## src/rtl/rs_issue_select.sv

```systemverilog
// rtl/rs_issue_select.sv - round-robin issue select from the RS into two FU issue latches (port 1 enabled by RS_ISSUE_DUAL_EN)
module rs_issue_select #(
  parameter int RS_SIZE = 8,
  parameter int DATA_W  = 64,
  parameter int TAG_W   = 5,
  parameter int ROB_W   = 5,
  parameter int OP_W    = 5
) (
  input  logic                      clock,
  input  logic                      reset,
  input  logic                      flush,
  input  logic [RS_SIZE-1:0]        rs_ready_in,
  input  logic [RS_SIZE*DATA_W-1:0] rs_opa_in,
  input  logic [RS_SIZE*DATA_W-1:0] rs_opb_in,
  input  logic [RS_SIZE*TAG_W-1:0]  rs_dest_in,
  input  logic [RS_SIZE*ROB_W-1:0]  rs_rob_in,
  input  logic [RS_SIZE*OP_W-1:0]   rs_op_in,
  output logic [RS_SIZE-1:0]        rs_free_out,
  input  logic [1:0]                fu_ready_in,
  output logic [1:0]                fu_valid_out,
  output logic [2*DATA_W-1:0]       fu_opa_out,
  output logic [2*DATA_W-1:0]       fu_opb_out,
  output logic [2*TAG_W-1:0]        fu_dest_out,
  output logic [2*ROB_W-1:0]        fu_rob_out,
  output logic [2*OP_W-1:0]         fu_op_out
);

  localparam int PTR_W = $clog2(RS_SIZE);

  logic [PTR_W-1:0]  ptr;
  logic [PTR_W-1:0]  ptr_nxt;
  logic [1:0]        port_free;
  logic [1:0]        cand_vld;
  logic [PTR_W-1:0]  cand_idx [2];
  logic [PTR_W-1:0]  scan_idx;
  logic [1:0]        grant;
  logic [PTR_W-1:0]  grant_idx [2];

  logic [1:0]        vld_q;
  logic [DATA_W-1:0] opa_q  [2];
  logic [DATA_W-1:0] opb_q  [2];
  logic [TAG_W-1:0]  dest_q [2];
  logic [ROB_W-1:0]  rob_q  [2];
  logic [OP_W-1:0]   op_q   [2];

  // A port can take a new instruction if it is empty or its FU consumes it this cycle.
`ifdef RS_ISSUE_DUAL_EN
  assign port_free = ~vld_q | fu_ready_in;
`else
  // Port 1 never becomes free, so it is never granted and its latch stays at reset value.
  logic unused_fu_ready_1;
  assign unused_fu_ready_1 = fu_ready_in[1];
  assign port_free = {1'b0, ~vld_q[0] | fu_ready_in[0]};
`endif

  // Scan entries from ptr upward (wrapping) and pick the first two ready ones.
  always_comb begin
    cand_vld    = 2'b00;
    cand_idx[0] = '0;
    cand_idx[1] = '0;
    scan_idx    = '0;
    for (int k = 0; k < RS_SIZE; k++) begin
      scan_idx = ptr + PTR_W'(k);
      if (rs_ready_in[scan_idx]) begin
        if (!cand_vld[0]) begin
          cand_vld[0] = 1'b1;
          cand_idx[0] = scan_idx;
        end else if (!cand_vld[1]) begin
          cand_vld[1] = 1'b1;
          cand_idx[1] = scan_idx;
        end
      end
    end
  end

  // Map candidates onto free ports (first candidate to lowest free port), build free pulses and next ptr.
  always_comb begin
    grant        = 2'b00;
    grant_idx[0] = cand_idx[0];
    grant_idx[1] = cand_idx[1];
    rs_free_out  = '0;
    ptr_nxt      = ptr;
    if (reset && !flush) begin
      if (port_free[0]) begin
        grant[0] = cand_vld[0];
        grant[1] = port_free[1] & cand_vld[1];
      end else if (port_free[1]) begin
        grant[1]     = cand_vld[0];
        grant_idx[1] = cand_idx[0];
      end
      if (grant[0]) rs_free_out[grant_idx[0]] = 1'b1;
      if (grant[1]) rs_free_out[grant_idx[1]] = 1'b1;
      // Port 1's entry is always the later one in scan order when both ports grant.
      if (grant[1]) begin
        ptr_nxt = grant_idx[1] + PTR_W'(1);
      end else if (grant[0]) begin
        ptr_nxt = grant_idx[0] + PTR_W'(1);
      end
    end
  end

  // Round-robin pointer; flush leaves it alone because no grants happen that cycle.
  always_ff @(posedge clock) begin
    if (!reset) begin
      ptr <= '0;
    end else begin
      ptr <= ptr_nxt;
    end
  end

  // Issue latches: load on grant, drain when consumed without refill, hold while stalled.
  always_ff @(posedge clock) begin
    if (!reset) begin
      vld_q <= 2'b00;
      for (int p = 0; p < 2; p++) begin
        opa_q[p]  <= '0;
        opb_q[p]  <= '0;
        dest_q[p] <= '0;
        rob_q[p]  <= '0;
        op_q[p]   <= '0;
      end
    end else if (flush) begin
      vld_q <= 2'b00;
    end else begin
      for (int p = 0; p < 2; p++) begin
        if (grant[p]) begin
          vld_q[p]  <= 1'b1;
          opa_q[p]  <= rs_opa_in[int'(grant_idx[p])*DATA_W +: DATA_W];
          opb_q[p]  <= rs_opb_in[int'(grant_idx[p])*DATA_W +: DATA_W];
          dest_q[p] <= rs_dest_in[int'(grant_idx[p])*TAG_W +: TAG_W];
          rob_q[p]  <= rs_rob_in[int'(grant_idx[p])*ROB_W +: ROB_W];
          op_q[p]   <= rs_op_in[int'(grant_idx[p])*OP_W +: OP_W];
        end else if (port_free[p]) begin
          vld_q[p] <= 1'b0;
        end
      end
    end
  end

  assign fu_valid_out = vld_q;
  assign fu_opa_out   = {opa_q[1], opa_q[0]};
  assign fu_opb_out   = {opb_q[1], opb_q[0]};
  assign fu_dest_out  = {dest_q[1], dest_q[0]};
  assign fu_rob_out   = {rob_q[1], rob_q[0]};
  assign fu_op_out    = {op_q[1], op_q[0]};

endmodule

```

## config.mk

```make
export PLATFORM = sky130hd
export DESIGN_NAME = rs_issue_select
export DESIGN_NICKNAME = d
export VERILOG_FILES = /design/src/rtl/rs_issue_select.sv
export SDC_FILE = /design/constraint.sdc
export NUM_CORES = 2
export LEC_CHECK = 0
export CAP_MARGIN = 30
export CELL_PAD_IN_SITES_DETAIL_PLACEMENT = 1
export CELL_PAD_IN_SITES_GLOBAL_PLACEMENT = 2
export CORE_AREA = 2 2 560 562
export DETAILED_ROUTE_END_ITERATION = 16
export DIE_AREA = 0 0 562 564
export PLACE_DENSITY = 0.47
export SLEW_MARGIN = 20
export SYNTH_ARGS = -nofsm -noshare
export SYNTH_HDL_FRONTEND = slang
export SYNTH_SLANG_ARGS = --single-unit
```

## constraint.sdc

```tcl
create_clock -name clock -period 8.1 [get_ports clock]
set_input_delay 0.81 -clock clock [delete_from_list [all_inputs] [get_ports clock]]
set_output_delay 0.81 -clock clock [all_outputs]
set_load 0.01 [all_outputs]
```

== Yosys cells after proc, flatten, opt, wreduce, memory -nomap -nowiden ==
Memory sizes are Yosys's and may differ from the RTL's.
Cells that the tools add are included.

* Word-level logic and storage cells: 159
* Output and inout bits: 296
* Bits in writable memories: 286
* Input bits: 1157
* Memories kept: 5
* Register bits: 5

* Reduce and logical (&&, ||, !) cells: 8
* Magnitude comparators: 12
* Add/sub/neg operators: 9
* Mux-type cells: 96
* Shift-type cells: 10
* Multipliers: 2
* Bitwise logic cells: 14

{| class="wikitable"
|+ Memories
! name !! words !! width !! rd ports !! clocked after memory_dff !! wr ports !! line !! text
|-
| opa_q || 2 || 64 || 2 || 0 || 2 || 40 || <nowiki>logic [DATA_W-1:0] opa_q [2];</nowiki>
|-
| opb_q || 2 || 64 || 2 || 0 || 2 || 41 || <nowiki>logic [DATA_W-1:0] opb_q [2];</nowiki>
|-
| dest_q || 2 || 5 || 2 || 0 || 2 || 42 || <nowiki>logic [TAG_W-1:0] dest_q [2];</nowiki>
|-
| op_q || 2 || 5 || 2 || 0 || 2 || 44 || <nowiki>logic [OP_W-1:0] op_q [2];</nowiki>
|-
| rob_q || 2 || 5 || 2 || 0 || 2 || 43 || <nowiki>logic [ROB_W-1:0] rob_q [2];</nowiki>
|}

{| class="wikitable"
|+ Operators with widths
! cell !! number
|-
| $shiftx A512 B10 Y64 || 4
|-
| $mux W64 || 4
|-
| $shiftx A40 B32 Y5 || 4
|-
| $shiftx A40 B7 Y5 || 2
|-
| $mux W3 || 25
|-
| $mux W6 || 8
|-
| $lt A3 B4 Y1 const B || 10
|-
| $mux W1 || 32
|-
| $mux W8 || 4
|-
| $mux W5 || 6
|-
| $bmux W1 S3 || 8
|-
| $mux W2 || 7
|-
| $add A3 B3 Y3 const B || 4
|-
| $mul A3 B3 Y6 const B || 2
|-
| $or A1 B1 Y1 || 11
|-
| $add A3 B1 Y3 const B || 3
|-
| $or A8 B8 Y8 || 1
|-
| $add A3 B2 Y3 const B || 2
|-
| $demux W1 S3 || 2
|-
| $ge A3 B1 Y1 const B || 2
|-
| $reduce_bool A2 Y1 || 2
|-
| $logic_and A1 B1 Y1 || 3
|-
| $not A1 Y1 || 2
|-
| $reduce_and A2 Y1 || 1
|-
| 2 further kinds || 2
|}

== Depth between registers and ports, before layout ==
* Depth after elaboration: 33
* Gate-level depth with buffers: 20
* Depth with buffers taken out: 12

== Worst setup path before layout ==
OpenSTA, ideal clock, no wires.

* Kind: in2reg
* Start: input port reset
* End: memory dest_q[0][0], enable pin
* Library setup time: 1.223 ns
* Setup slack: 0.337 ns
* Stages: 4
* Arrival: 6.540 ns
* Buffers on the path: 1
* Cells stage by stage: inv_1 -> or4b_1 -> buf_2 -> nand2_1

{| class="wikitable"
|+ RTL lines
! what !! line !! text
|-
| from (decl) || 10 || <nowiki>input logic reset,</nowiki>
|-
| to (decl) || 42 ||
|}

== Worst setup path in the final report ==
* Start: register ptr[1]
* End: output port rs_free_out[0]

* Cells in the longest elaborated chain, start to end: 31
* Elaborated cells on any way between the ends: 84
* Classes of those cells: 7 x add/sub; 4 x order compare; 70 x mux; 1 x bitwise; 2 x reduce/logical

{| class="wikitable"
|+ Ends and longest elaborated chain
! what !! line !! text
|-
| from (decl) || 30 || <nowiki>logic [PTR_W-1:0] ptr;</nowiki>
|-
| from (signal assigned) || 107 || <nowiki>ptr <= ptr_nxt;</nowiki>
|-
| branches (longest 29 deep; another with $add A3 B1 Y3) || - ||
|-
| $mux W8 (*) || 92 || <nowiki>if (grant[1]) rs_free_out[grant_idx[1]] = 1'b1;</nowiki>
|-
| $mux W8 (*) || 83 || <nowiki>if (reset && !flush) begin</nowiki>
|-
| to (decl) || 18 || <nowiki>output logic [RS_SIZE-1:0] rs_free_out,</nowiki>
|}

Every way passes the cells marked *. The select of a mux whose other input is x is not followed.

==> flow_summary.ini <==
[logic_synthesis]
ys.flop_type = edfxtp_1
syn_nets = 4526
yosys.area.top_type = edfxtp_1
async_flop_share_pct = 0
ys_warn_count = 0
ys_ff_latch = 290
syn_inst = 3364
yosysSeqAreaShare_pct = 26.2
synth_area_per_cell_um2 = 9.83
synth_top_area_share_pct = 26.0
synth_cell_types = 70
synth-edff-count = 286
ys_top_cells_by_area = edfxtp_1 (26%), and4_1 (15%), mux2i_1 (12%), a211oi_1 (9.7%), mux4_2 (7.6%)
netlist_area_um2 = 33100

[power]
pwr-share-seq_pct = 10.2
clock_power_share_pct = 7.8
p_int_mw = 12.8
p_comb_share_pct = 82.0
total_leakage_power_nw = 16.8
swShare_pct = 56.6
net-switching-power_mw = 16.7
ir_drop_uv = 448
power_density_nw_per_um2 = 539

[grt]
grt.overflow.total = 0
grt_max_degree = 153
grt_pass1_wl_mm = 427
antenna_found_initial = 231
grt_use_total_pct = 19.8
grt_pass1_vias = 41700

[min_path]
hp-start = fu_valid_out[0]
min_path_type = flop to flop
hold_path_depth = 2
min_to = fu_valid_out[0]

[clocking]
cts_inserted_buffers = 52
ctsResizeCount = 0
cts_hold_buf = 0
clockBufferDepth = 3
tritoncts = built
htreeDepth = 2
path_clk_slew_ns = 0.06
clk_latency_ns = 0.72
post_cts_buffers = 0
clock-root-buffer = clkbuf_16
clock_sinks = 290

[finish]
final_util_pct = 17.6
nets = 5698
multi_input_area_um2 = 22300
fin_cells = 8820
final_cell_mix = clkdlybuf4s50_1 (1450), and4_1 (572), a211oi_1 (427), mux2i_1 (390), edfxtp_1 (286)
layout_commonest_cell = clkdlybuf4s50_1
drive_gt1_share_pct = 9.38
syn_to_final_growth_pct = 65.2
fillCellCount = 35900
seq_area_um2 = 8670

[worst_setup_path]
path_delay_family = simple AND/OR/NAND/NOR gates
r2r_slack_ns = 1.63
worst_path_max_delay_cell = dfxtp_1
r2r_start = ptr[1]
crit-reg2reg-capture = opb_q[0][91]
startpoint_type = flop
cp.buffers_inverters = 2
path_cells = inv_1 -> ha_1 -> mux4_2 -> mux2i_1 -> nand4_1 -> or3_1 -> nor2_1 -> or4b_1 -> or3_4 -> nor2_1 -> clkdlybuf4s50_1
crit_arrival_ns = 6.32
path_max_fanout = 13
crit_type = flop to output pin
required_ns = 7.29
crit_path_frequent_cell = nor2_1
critPathCaptureType = output pin
r2r_cells = 13
crit_path_max_incr_delay_ns = 0.70

[die]
initial_core_util_pct = 10.6
num_io_pins = 1453
core_area_um2 = 311000
rows = 205
die_w_um = 562
die_y_um = 564
design.die.area_um2 = 317000

[job]
drv_cap = 0

[drt]
wl_mm = 329
num_vias = 41100
initialDrtViolationCount = 3328
detail_route.vias_per_cell = 4.66
drc_errors = 0
first_pass_iters = 5
ant_nets = 0
wl_per_cell_um = 37.4

[outcome]
status = finished, final reports clean

[timing]
min_period_ns = 7.13
slew_headroom_pct = 34.0
skew_ns = 0.0142
hold_violations = 0
fin_crit_sh_pct = 88.1
fmax_mhz = 140
tightest_slew_ns = 0.990
whs_ns = 0.560
setup_viol = 0
rsz0062_at_grt = false
finalSetupTns_ns = 0
drv_slew = 0

[placed_design]
dp_hpwl_mm = 255
io_buffers = 1450
dp.cells = 8622
gp_congestion = 0.888
## metrics by stage
stage	power [mW]	setup slack, ns	instance area [um2]
6_report	29.5	0.966	54600
5_1_grt	31.1	0.672	54500
4_1_cts	29.7	0.913	54400
3_5_place_dp	27.2	1.56	52800
3_3_place_gp	27.2	1.55	52800
2_1_floorplan	16.4	0.337	33100
## cell usage after synthesis (5+ instances only)
cell type / instances
inv_1: 6
and4_1: 572
mux2i_1: 390
mux2_2: 7
a211oi_1: 427
a31o_1: 76
buf_4: 5
o21ai_0: 8
nor2_1: 21
nand2_1: 199
o21a_1: 5
mux2_1: 9
buf_1: 15
o31ai_1: 147
ha_1: 5
nand3_1: 5
nor3_1: 14
a221oi_1: 5
o22ai_1: 98
buf_6: 8
mux4_2: 111
o31a_1: 144
o32ai_1: 144
a21oi_1: 15
a31o_2: 18
buf_2: 144
a22o_1: 49
clkbuf_1: 347
a211oi_2: 11
edfxtp_1: 286
## final cells by class
cell class / instances / share of cell area [%]
antenna: 105 / 0.481
clock buffer: 66 / 2.52
clock inverter: 27 / 0.321
inverter: 9 / 0.0893
multi-input combinational: 2546 / 40.8
sequential: 290 / 15.9
tap: 4140 / 9.48
timing repair buffer: 1637 / 30.4
## cells by family (layout without fill, tap and decap cells)
family,after synthesis,in the layout,synth area share (%)
xor gates and xnor gates,4,4,0.129
adders and majority gates,6,6,0.219
muxes,518,518,20.0
AOI/OAI and AO/OA,1179,1179,28.1
other,1,106,0.0113
buffers and inverters,528,1739,6.78
and+or+nand+nor,838,838,18.6
DFF,290,290,26.2
## worst max path at each step
stage	startpoint	end	cells after the start	slack, ns
after detailed placement	ptr[1]	opa_q[0][102]	14	1.56
after global routing	ptr[1]	rs_free_out[0]	11	0.67
after global placement	ptr[1]	opa_q[0][102]	14	1.55
after floorplan	reset	dest_q[0][0]	4	0.34
final	ptr[1]	rs_free_out[0]	11	0.97
after CTS	ptr[1]	rs_free_out[0]	11	0.91
## power groups by stage
stage	Combinational, mW	Sequential [mW]	Clock, mW
2_1_floorplan	13.1	3.28	0
5_1_grt	25.6	3.07	2.42
3_3_place_gp	24.1	3.04	0
3_5_place_dp	24.2	3.04	0
6_report	24.2	3.00	2.30
4_1_cts	24.3	3.03	2.41
## per-layer routing
metal | GRT usage (%) | vias up | part of all wire [%]
met4 | 7.96 | 134 | 4.1
met5 | 0 | - | 0.27
met2 | 33.0 | 2179 | 47
met3 | 6.86 | 505 | 8.9
met1 | 23.1 | 21300 | 40
li1 | - | 16900 | -
## flip-flops by register name (all words and copies together), names as in the netlist
register,cells
op_q,10
opb_q,128
fu_valid_out,1
opa_q,128
rob_q,10
dest_q,10
ptr,3
## worst min-delay path: stages, from the launching register on
cell      delay (ns)
dfxtp_1         0.31
nand2b_1        0.12
a211oi_1        0.09
Power figures use the tool's default switching activity.
